$ cat src/rtl/uart_pkg.sv
// Shared constants for the UART FIFO transmitter: state encoding and default sizing.
package uart_pkg;

  localparam int DEF_DATA_W  = 8;
  localparam int DEF_CLK_DIV = 434;

  typedef enum logic [2:0] {
    S_IDLE   = 3'd0,
    S_START  = 3'd1,
    S_DATA   = 3'd2,
    S_PARITY = 3'd3,
    S_STOP   = 3'd4
  } state_t;

endpackage

$ cat src/rtl/uart_fifo_tx_baud_cnt.sv
// Bit-period counter: counts 0..CLK_DIV-1 and flags the last cycle of each bit.
module uart_baud_cnt #(
  parameter int CLK_DIV = 434,
  parameter int CNT_W   = 16
) (
  input  logic i_clk,
  input  logic i_rst,
  input  logic i_clr,
  output logic o_bit_end
);

  localparam logic [CNT_W-1:0] LAST = CNT_W'(CLK_DIV - 1);

  logic [CNT_W-1:0] r_cnt;

  assign o_bit_end = (r_cnt == LAST);

  // Wrapping at LAST doubles as the clear-on-entry for back-to-back bit states.
  always_ff @(posedge i_clk) begin
    if (i_rst || i_clr) begin
      r_cnt <= '0;
    end else if (r_cnt == LAST) begin
      r_cnt <= '0;
    end else begin
      r_cnt <= r_cnt + 1'b1;
    end
  end

endmodule

$ cat src/rtl/uart_fifo_tx.sv
// Read-domain consumer of the UART async FIFO: pops bytes and serializes them LSB-first.
// Define UART_TX_PARITY_EN to insert an even-parity bit (8E1); default build is 8N1.
module uart_fifo_tx
  import uart_pkg::*;
#(
  parameter int DATA_W  = DEF_DATA_W,
  parameter int CLK_DIV = DEF_CLK_DIV,
  parameter int CNT_W   = 16
) (
  input  logic              rclk,
  input  logic              rst,
  input  logic              empty,
  input  logic [DATA_W-1:0] rdata,
  output logic              rinc,
  output logic              txd,
  output logic              busy
);

  localparam int IDX_W = (DATA_W > 1) ? $clog2(DATA_W) : 1;
  localparam logic [IDX_W-1:0] LAST_IDX = IDX_W'(DATA_W - 1);
`ifdef UART_TX_PARITY_EN
  localparam state_t S_AFTER_DATA = S_PARITY;
`else
  localparam state_t S_AFTER_DATA = S_STOP;
`endif

  state_t            r_state;
  state_t            w_state_next;
  logic [DATA_W-1:0] r_shift;
  logic [DATA_W-1:0] w_shift_next;
  logic [IDX_W-1:0]  r_idx;
  logic [IDX_W-1:0]  w_idx_next;
  logic              r_txd;
  logic              w_txd_next;
  logic              r_busy;
  logic              w_pop;
  logic              w_bit_end;
  logic              w_cnt_clr;
`ifdef UART_TX_PARITY_EN
  logic              r_par;
`endif

  assign w_cnt_clr = (r_state == S_IDLE);

  uart_baud_cnt #(
    .CLK_DIV(CLK_DIV),
    .CNT_W  (CNT_W)
  ) u_baud (
    .i_clk    (rclk),
    .i_rst    (rst),
    .i_clr    (w_cnt_clr),
    .o_bit_end(w_bit_end)
  );

  always_ff @(posedge rclk) begin
    if (rst) begin
      r_state <= S_IDLE;
    end else begin
      r_state <= w_state_next;
    end
  end

  always_comb begin
    w_state_next = r_state;
    w_shift_next = r_shift;
    w_idx_next   = r_idx;
    w_pop        = 1'b0;
    w_txd_next   = 1'b1;
    case (r_state)
      S_IDLE: begin
        if (!empty) begin
          w_pop        = 1'b1;
          w_shift_next = rdata;
          w_state_next = S_START;
        end
      end
      S_START: begin
        if (w_bit_end) w_state_next = S_DATA;
      end
      S_DATA: begin
        if (w_bit_end) begin
          w_shift_next = r_shift >> 1;
          if (r_idx == LAST_IDX) begin
            w_idx_next   = '0;
            w_state_next = S_AFTER_DATA;
          end else begin
            w_idx_next = r_idx + 1'b1;
          end
        end
      end
`ifdef UART_TX_PARITY_EN
      S_PARITY: begin
        if (w_bit_end) w_state_next = S_STOP;
      end
`endif
      S_STOP: begin
        if (w_bit_end) w_state_next = S_IDLE;
      end
      default: w_state_next = S_IDLE;
    endcase
    // txd is registered, so drive it from the state about to be entered.
    case (w_state_next)
      S_START: w_txd_next = 1'b0;
      S_DATA:  w_txd_next = w_shift_next[0];
`ifdef UART_TX_PARITY_EN
      S_PARITY: w_txd_next = r_par;
`endif
      default: w_txd_next = 1'b1;
    endcase
  end

  always_ff @(posedge rclk) begin
    if (rst) begin
      r_shift <= '0;
      r_idx   <= '0;
      r_txd   <= 1'b1;
      r_busy  <= 1'b0;
    end else begin
      r_shift <= w_shift_next;
      r_idx   <= w_idx_next;
      r_txd   <= w_txd_next;
      r_busy  <= (w_state_next != S_IDLE);
    end
  end

`ifdef UART_TX_PARITY_EN
  always_ff @(posedge rclk) begin
    if (rst) begin
      r_par <= 1'b0;
    end else if (w_pop) begin
      r_par <= ^rdata;
    end
  end
`endif

  assign rinc = w_pop & ~rst;
  assign txd  = r_txd;
  assign busy = r_busy;

endmodule

$ cat config.mk
export PLATFORM = sky130hd
export DESIGN_NAME = uart_fifo_tx
export DESIGN_NICKNAME = d
export VERILOG_FILES = /design/src/rtl/uart_pkg.sv /design/src/rtl/uart_fifo_tx_baud_cnt.sv /design/src/rtl/uart_fifo_tx.sv
export SDC_FILE = /design/constraint.sdc
export NUM_CORES = 1
export LEC_CHECK = 0
export CAP_MARGIN = 5
export CORE_ASPECT_RATIO = 0.9
export CORE_MARGIN = 2
export CORE_UTILIZATION = 50
export CTS_CLUSTER_DIAMETER = 100
export DETAILED_ROUTE_END_ITERATION = 10
export GPL_TIMING_DRIVEN = 0
export MAX_ROUTING_LAYER = met4
export PLACE_DENSITY = 0.83
export SYNTH_ARGS = -nofsm -noshare
export SYNTH_HDL_FRONTEND = slang
export SYNTH_HIERARCHICAL = 1
export SYNTH_SLANG_ARGS = --single-unit
$ cat constraint.sdc
create_clock -name rclk -period 2.7 [get_ports rclk]
set_input_delay 0.54 -clock rclk [delete_from_list [all_inputs] [get_ports rclk]]
set_output_delay 0.54 -clock rclk [all_outputs]
set_load 0.1 [all_outputs]
======== After elaboration in Yosys (flattened, before gate mapping) ========
Index checks and enable logic that the tools add are counted.
word-level totals
  register bits ........................... 32
  input port bits ......................... 11
  output and inout port bits .............. 3
  logic and storage cells ................. 40
cells by class
  $add $sub $neg .......................... 2
  eq/ne operators ......................... 9
  reductions and logical operators ........ 7
  bitwise logic cells ..................... 2
  multiplexer cells ....................... 13
operators by type and width
  operator                                               count
  2-to-1 mux 3 bit                                       6
  adder 16 x 1 -> 16 bit (second input constant)         1
  equality test 16 x 9 -> 1 bit (second input constant)  1
  2-to-1 mux 8 bit                                       2
  case mux 8 bit (2 select lines)                        1
  case mux 3 bit (4 select lines)                        1
  equality test 3 x 1 -> 1 bit (second input constant)   2
  equality test 3 x 2 -> 1 bit (second input constant)   2
  equality test 3 bit (second input constant)            2
  adder 3 x 1 -> 3 bit (second input constant)           1
  logical NOT 3 bit                                      1
  AND reduction 3 bit                                    1
  nonzero test 3 bit                                     1
  2-to-1 mux 1 bit                                       2
  != test 2 x 1 -> 1 bit (second input constant)         1
  != test 2 bit (second input constant)                  1
  case mux 1 bit (2 select lines)                        1
  AND reduction 2 bit                                    1
  nonzero test 2 bit                                     1
  OR reduction 2 bit                                     1
  bitwise AND 1 bit                                      1
  logical OR 1 bit                                       1
  NOT 1 bit                                              1

======== Depth between registers and ports, before layout ========
Gate-level depths: netlist of the first run.
  word-level depth ........................ 6
  depth in mapped cells ................... 9

======== Hierarchy ========
Netlist of the first run, hierarchy kept.
by module, submodules not included
  module         area an instance (um2)  cells each  instances  seq. area each (um2)
  uart_baud_cnt  747.0                   84          1          320.3
  uart_fifo_tx   729.4                   75          1          320.3

======== Least setup slack after synthesis of the first run ========
OpenSTA, ideal clock, no wires.
  kind .................................... register to output
  start point ............................. register r_state[1]
  end point ............................... output port rinc
  data required time ...................... 2160 ps
  arrival ................................. 2297 ps
  stages on the path, launching flop included .. 4
  buffers on the path ..................... 1
  setup slack ............................. -137 ps
  cell sequence ........................... dfxtp_1 > buf_4 > nor4_4 > nor2b_1
between the ends
  word-level cells in the longest chain between the ends .. 3
ends and longest elaborated chain
  what                      RTL line             RTL
  start: declaration        uart_fifo_tx.sv:27   state_t r_state;
  start signal: assignment  uart_fifo_tx.sv:59   r_state <= w_state_next;
  logical NOT 3 bit         uart_fifo_tx.sv:69   case (r_state)
  2-to-1 mux 1 bit          uart_fifo_tx.sv:69
  bitwise AND 1 bit         uart_fifo_tx.sv:136  assign rinc = w_pop & ~rst;
  end: declaration          uart_fifo_tx.sv:14   output logic rinc,
No other way between the ends.

======== Final worst setup path of the first run ========
  start point ............................. input port empty
  end point ............................... output port rinc
between the ends
  word-level cells in the longest chain between the ends .. 3
ends and longest elaborated chain
  what                RTL line             RTL
  start: declaration  uart_fifo_tx.sv:12   input logic empty,
  2-to-1 mux 1 bit    uart_fifo_tx.sv:71   if (!empty) begin
  2-to-1 mux 1 bit    uart_fifo_tx.sv:69
  bitwise AND 1 bit   uart_fifo_tx.sv:136
No other way between the ends.

==> results of run 1 <==
## worst min-delay path: cells and delay by family (launching register included)
family	cells	cell delay [ps]
compound gates	1	50
flops	1	320
simple gates	1	50
## cells in the mapped netlist, types with 2 or more instances
master   instances  area (sq um)
a21oi_1         10          50.1
a21oi_2          2          17.5
a22oi_1          6          45.0
buf_4            3          22.5
buf_6            2          22.5
dfxtp_1         32           641
ha_1             4          50.1
inv_1            3          11.3
mux2i_1          3          30.0
nand2_1         11          41.3
nand3_1          5          25.0
nand4_1          5          31.3
nor2_1          27           101
nor2b_1          2          12.5
nor3_1           8          40.0
nor4_1           5          31.3
or4b_4           2          27.5
xnor2_1         10          87.6
xor2_1           4          35.0
## power breakdown
part           internal, W  switching (W)  total (W)
clock             0.000194       0.000160   0.000354
sequential        0.000483     0.00000547   0.000488
combinational    0.0000393      0.0000533  0.0000926
total             0.000716       0.000219   0.000935
## metal layers
layer  part of all wire (%)  wire length [microns]  GRT usage (%)  up-vias
li1                       -                      -              -      608
met1                     45                   1280           24.2      581
met2                     49                   1400           30.2       22
met3                    4.4                    128           7.73        8
met4                    2.5                     71           9.63        0
met5                      0                      0              -        -
## logic make-up (layout without fill, tap and decap cells)
family          count (synthesis)  after routing
fa+ha+maj                       4              4
xor+xnor                       14             14
compound gates                 21             21
flops                          32             32
simple gates                   74             74
mux                             4              4
buf+inv                        10             33
## stage by stage
stage               hold WS [ps]  cell area [sq um]  setup slack (ps)  util (%)
floorplan                    430               1480               363         -
global placement             442               1660              -629      59.9
detailed placement           448               1660              -687      59.9
CTS                          461               1730              23.4      62.5
global route                 484               1750              9.08      63.0
finish                       459               1750              85.1      63.0
## cell type report
type | count | area [sq um] | share of cell area, %
inverters | 3 | 11.3 | 0.645
clock inverters | 2 | 35.0 | 2.01
repair buffers | 15 | 140 | 8.03
well taps | 40 | 50.0 | 2.87
plain buffers | 7 | 53.8 | 3.08
clock buffers | 6 | 41.3 | 2.37
multi-input cells | 117 | 773 | 44.3
flip-flops and latches | 32 | 641 | 36.7
## how the worst min path moves through the flow
stage                            startpoint                      end  cells after the start
finish              r_shift[5]$_SDFFE_PP0P_  r_shift[5]$_SDFFE_PP0P_                      2
CTS                 r_shift[5]$_SDFFE_PP0P_  r_shift[5]$_SDFFE_PP0P_                      2
detailed placement  r_shift[5]$_SDFFE_PP0P_  r_shift[5]$_SDFFE_PP0P_                      2
floorplan           r_shift[4]$_SDFFE_PP0P_  r_shift[4]$_SDFFE_PP0P_                      2
global route        r_shift[5]$_SDFFE_PP0P_  r_shift[5]$_SDFFE_PP0P_                      2
global placement    r_shift[4]$_SDFFE_PP0P_  r_shift[4]$_SDFFE_PP0P_                      2
## registers in the layout, indices dropped and copies added (netlist names)
signal        flops
r_state           3
r_idx             3
busy              1
txd               1
u_baud/r_cnt     16
r_shift           8
## what timing repair did
item,CTS,global route
setup endpoints to repair,1,1
endpoints found under the hold margin,0,0
setup buffers,0,2
pin swaps,0,1
cloned,0,0
gates resized for setup,5,0
==> key figures, run 1 <==
Run status
  • Run status: finished clean

Layout
  • # nets final: 196
  • Number of fill cells in the layout: 236
  • Layout cell share with drive strength beyond 1: 14.3%
  • Most frequent cells in the layout: dfxtp_1, nor2_1, clkdlybuf4s50_1, nand2_1
  • Commonest non-fill, non-tap cell in the layout: dfxtp_1
  • # diodes: 0
  • Area Overhead vs Synth: 18.2%
  • Post-Layout Cell Count: 222

Timing
  • Worst slew pin tran: 961 ps
  • Fin Setup TNS: 0 ps
  • Slew Limit Fails: 0
  • Hold Vio Cnt, Final: 0
  • Relative slew slack: 35.7%
  • Setup-failing EPs final: 0
  • RSZ-0062 raised after global routing: false
  • Achievable frequency: 382 MHz
  • Fin Clk Skew: 13.7 ps
  • Final period utilization: 96.8%
  • Minimum clock period: 2610 ps

Synth
  • Top FF cell, synth: dfxtp_1
  • Sequential area share after synthesis: 43.4%
  • Simple-gate share of the synthesized area: 27.5%
  • Complex-gate fraction of the synthesized area: 10.2%
  • Area share of fa/ha/maj cells after synthesis: 3.39%
  • Yosys cell types: 34
  • Register bit total from synthesis: 32
  • Main combinational cell family by area after synthesis: simple AND/OR/NAND/NOR gates
  • Mean Syn Cell Area: 9.29 sq um
  • Ys Warns: 6
  • Number of synthesized flops with an enable pin: 0
  • Synth Area in XOR/XNOR: 8.31%
  • Post-Synthesis Cell Area: 1480 sq um
  • Post-synthesis mux area share: 2.80%
  • Syn_nets: 174
  • Post-synth ARST share: 0%
  • Cells after Synth: 159

Routing
  • Iteration-0 DRC Markers: 56
  • Via density per instance: 5.49
  • Via total after detailed routing: 1219
  • DRC: 0
  • DRT antenna net count: 0
  • Wirelength per Cell: 13.0 microns
  • Detailed Route WL: 2880 microns
  • Drt pass-1 iters: 4

Place
  • Routability congestion estimate: 0.827
  • Inst Count DP: 212
  • Port bufs: 13
  • DP HPWL: 2020 microns

Critical path
  • Worst reg2reg setup slack: 290 ps
  • Slowest stage delay, CP: 500 ps
  • CP Max Fanout: 5
  • Critical Path Sink: rinc
  • Reg2reg end: r_idx[0]$_SDFFE_PP0P_
  • Crit Reg-Reg Startpoint: u_baud/r_cnt[9]$_SDFF_PP0_
  • Worst r2r path cells: 6
  • Bufs and invs on worst path: 2
  • Critical path depth in cells: 4
  • Crit path max-delay cell type: clkdlybuf4s50_1
  • CP arrival: 2070 ps
  • WP data required: 2160 ps
  • Top Family by Delay on Critical Path: buffers and inverters
  • CP startpoint kind: input pin
  • Worst-path cell chain: clkdlybuf4s50_1 > nor4_4 > nor2b_2 > buf_2
  • Crit path kind: in2out
  • Worst setup path startpoint: empty
  • Crit end category: output port

Clock tree
  • Clk_lat worst skew: 340 ps
  • H-tree levels: 2
  • Longest Clk Path Bufs: 2
  • Cts bufs inserted: 5
  • Reg clk slew, reported paths: 90 ps
  • Clk sinks: 32
  • TritonCTS clock tree: done
  • Clock root buffer: clkbuf_4
  • CTS Hold Bufs: 0

Power and ir drop
  • Leakage: 0.589 nW
  • Total power: 0.000935 W
  • VDD IR-drop max: 0.000451 V
  • PwrDens: 536 nW/um^2

Global routing
  • GRT Total Usage: 20.5%
  • Vias in the first global route: 1130
  • GRT overflow: 0
  • Largest net degree at the start of global routing: 11
  • First-pass GRT wire length: 5030 microns
  • Initial antenna violation count: 0

Flow run
  • MaxCap Viol Count: 0

Min path
  • Hold WC Path Type: reg2reg

Floorplan
  • Io pins: 14
  • Die height: 55.6 microns
  • FP Rows: 18
  • Initial Util: 53.3%
  • Full die area: 3400 sq um
  • Core Region: 2770 sq um
  • Die Wd: 61.3 microns
Note: power is estimated with default switching activity, not from simulation.
==> run 2: changes to the inputs <==
--- a/config.mk
+++ b/config.mk
@@ -14,6 +14,9 @@
 export GPL_TIMING_DRIVEN = 0
 export MAX_ROUTING_LAYER = met4
 export PLACE_DENSITY = 0.83
+export REMOVE_ABC_BUFFERS = 1
+export SKIP_LAST_GASP = 1
+export SLEW_MARGIN = 5
 export SYNTH_ARGS = -nofsm -noshare
 export SYNTH_HDL_FRONTEND = slang
 export SYNTH_HIERARCHICAL = 1
==> run 2 against run 1 <==
Net effect: combinational power is 9.3% lower; sequential share of layout area grew 1.5 points; sequential power about the same; critical endpoint unchanged; fmax rose by 1.1%; first-iteration DRC count grew 23%; routed wire length shrank 8.4%; via count shrank 4.3%; register-to-register slack improved by 80 ps; highest routed layer unchanged; cell area fell by 3.9%; flip-flop and latch count unchanged.
==> key figures, run 2 (same netlist as run 1, synthesis figures left out) <==
Clock tree
  • Cts bufs inserted: 5
  • CTS Hold Bufs: 0
  • Clock root buffer: clkbuf_4
  • TritonCTS clock tree: done
  • Clk sinks: 32
  • H-tree levels: 2
  • Longest Clk Path Bufs: 2
  • Clk_lat worst skew: 320 ps
  • Reg clk slew, reported paths: 90 ps

Floorplan
  • Die height: 55.6 microns
  • Core Region: 2770 sq um
  • FP Rows: 18
  • Io pins: 14
  • Initial Util: 53.3%
  • Full die area: 3400 sq um
  • Die Wd: 61.3 microns

Power and ir drop
  • Total power: 0.000852 W
  • Leakage: 0.543 nW
  • PwrDens: 508 nW/um^2
  • VDD IR-drop max: 0.000399 V

Routing
  • Detailed Route WL: 2640 microns
  • Iteration-0 DRC Markers: 69
  • Via total after detailed routing: 1167
  • Drt pass-1 iters: 5
  • Via density per instance: 5.43
  • DRC: 0
  • Wirelength per Cell: 12.3 microns
  • DRT antenna net count: 0

Critical path
  • Slowest stage delay, CP: 490 ps
  • CP arrival: 2050 ps
  • Crit path kind: in2out
  • Crit path max-delay cell type: clkdlybuf4s50_1
  • Crit end category: output port
  • CP startpoint kind: input pin
  • Worst-path cell chain: clkdlybuf4s50_1 > nor4_4 > nor2b_1 > buf_2
  • WP data required: 2160 ps
  • CP Max Fanout: 6

Run status
  • Run status: finished clean

Layout
  • Most flops, register: u_baud/r_cnt
  • Post-Layout Cell Count: 215
  • Layout cell share with drive strength beyond 1: 10.9%
  • Area Overhead vs Synth: 13.6%
  • Commonest non-fill, non-tap cell in the layout: dfxtp_1
  • Max reg flops: 16
  • Most frequent cells in the layout: dfxtp_1, nor2_1, clkdlybuf4s50_1, nand2_1
  • # diodes: 0
  • Fin util: 60.5%
  • # nets final: 189
  • FF/Latch Area: 641 sq um
  • Largest regs: u_baud/r_cnt: 16 flops, r_shift: 8 flops
  • Multi-input gate area: 776 sq um
  • Number of fill cells in the layout: 241

Place
  • Port bufs: 13
  • Place WS: -636 ps
  • Inst Count DP: 205
  • DP HPWL: 1870 microns
  • Routability congestion estimate: 0.799

Timing
  • RSZ-0062 raised after global routing: false
  • Min Hold Slack: 464 ps
  • Worst slew pin tran: 963 ps
  • Relative slew slack: 35.6%
  • Minimum clock period: 2590 ps
  • Final worst setup slack: 113 ps
  • Achievable frequency: 386 MHz
  • Final period utilization: 95.8%
  • Fin Clk Skew: 2.40 ps
  • Setup-failing EPs final: 0
  • Slew Limit Fails: 0
  • Hold Vio Cnt, Final: 0

Global routing
  • Initial antenna violation count: 0
  • GRT Total Usage: 18.9%
  • GRT overflow: 0
  • Largest net degree at the start of global routing: 17
  • First-pass GRT wire length: 4630 microns
  • Vias in the first global route: 1080

Min path
  • Hold WC Path Type: reg2reg

Flow run
  • MaxCap Viol Count: 0
## run 2: cell count changes in the layout (fill, tap and decap cells not counted), sizes merged
cell,change
buf,-6
bufinv,-1
clkbuf,+1
clkinv,-1
## run 2: layout make-up
cell class	instances	area share (%)
well taps	40	2.99
clock buffers	8	3.51
repair buffers	15	8.36
inverters	3	0.672
multi-input cells	117	46.3
flip-flops and latches	32	38.2
## run 2: metal layers
| metal | global-route usage [%] | routed length, microns | vias up |
|---|---|---|---|
| met2 | 27.4 | 1290 | 24 |
| met5 | - | 0 | - |
| met1 | 23.0 | 1190 | 546 |
| met4 | 9.32 | 51 | 0 |
| li1 | - | - | 590 |
| met3 | 6.32 | 103 | 7 |
## run 2: worst max-delay path: cells and delay by family
| kind | cells | cell delay [ps] |
|---|---|---|
| simple gates | 2 | 570 |
| buf+inv | 2 | 930 |
## run 2: where the power goes
group          switching, W  internal (W)
sequential       0.00000833      0.000483
clock              0.000149      0.000128
combinational     0.0000483     0.0000356
## run 2: timing repair
| action | CTS | global route |
|---|---|---|
| setup buffers | 0 | 2 |
| pin swaps | 0 | 1 |
| resized for setup | 5 | 1 |
| endpoints found under the setup margin | 1 | 6 |
## run 2: per-stage QoR
| step | TNS (ps) | area (sq um) |
|---|---|---|
| floorplan | -111 | 1420 |
| global route | 0 | 1680 |
| detailed placement | -636 | 1600 |
| global placement | -595 | 1600 |
| CTS | 0 | 1660 |
| finish | 0 | 1680 |
## run 2: path summary, 6_finish.rpt
path,from,end,slack (ps),cells after the start
setup / recovery,empty,rinc,110,4
hold / removal,r_shift[5]$_SDFFE_PP0P_,r_shift[5]$_SDFFE_PP0P_,460,2
setup reg to reg,u_baud/r_cnt[9]$_SDFF_PP0_,r_shift[6]$_SDFFE_PP0P_,370,6
hold reg to reg,r_shift[5]$_SDFFE_PP0P_,r_shift[5]$_SDFFE_PP0P_,460,2
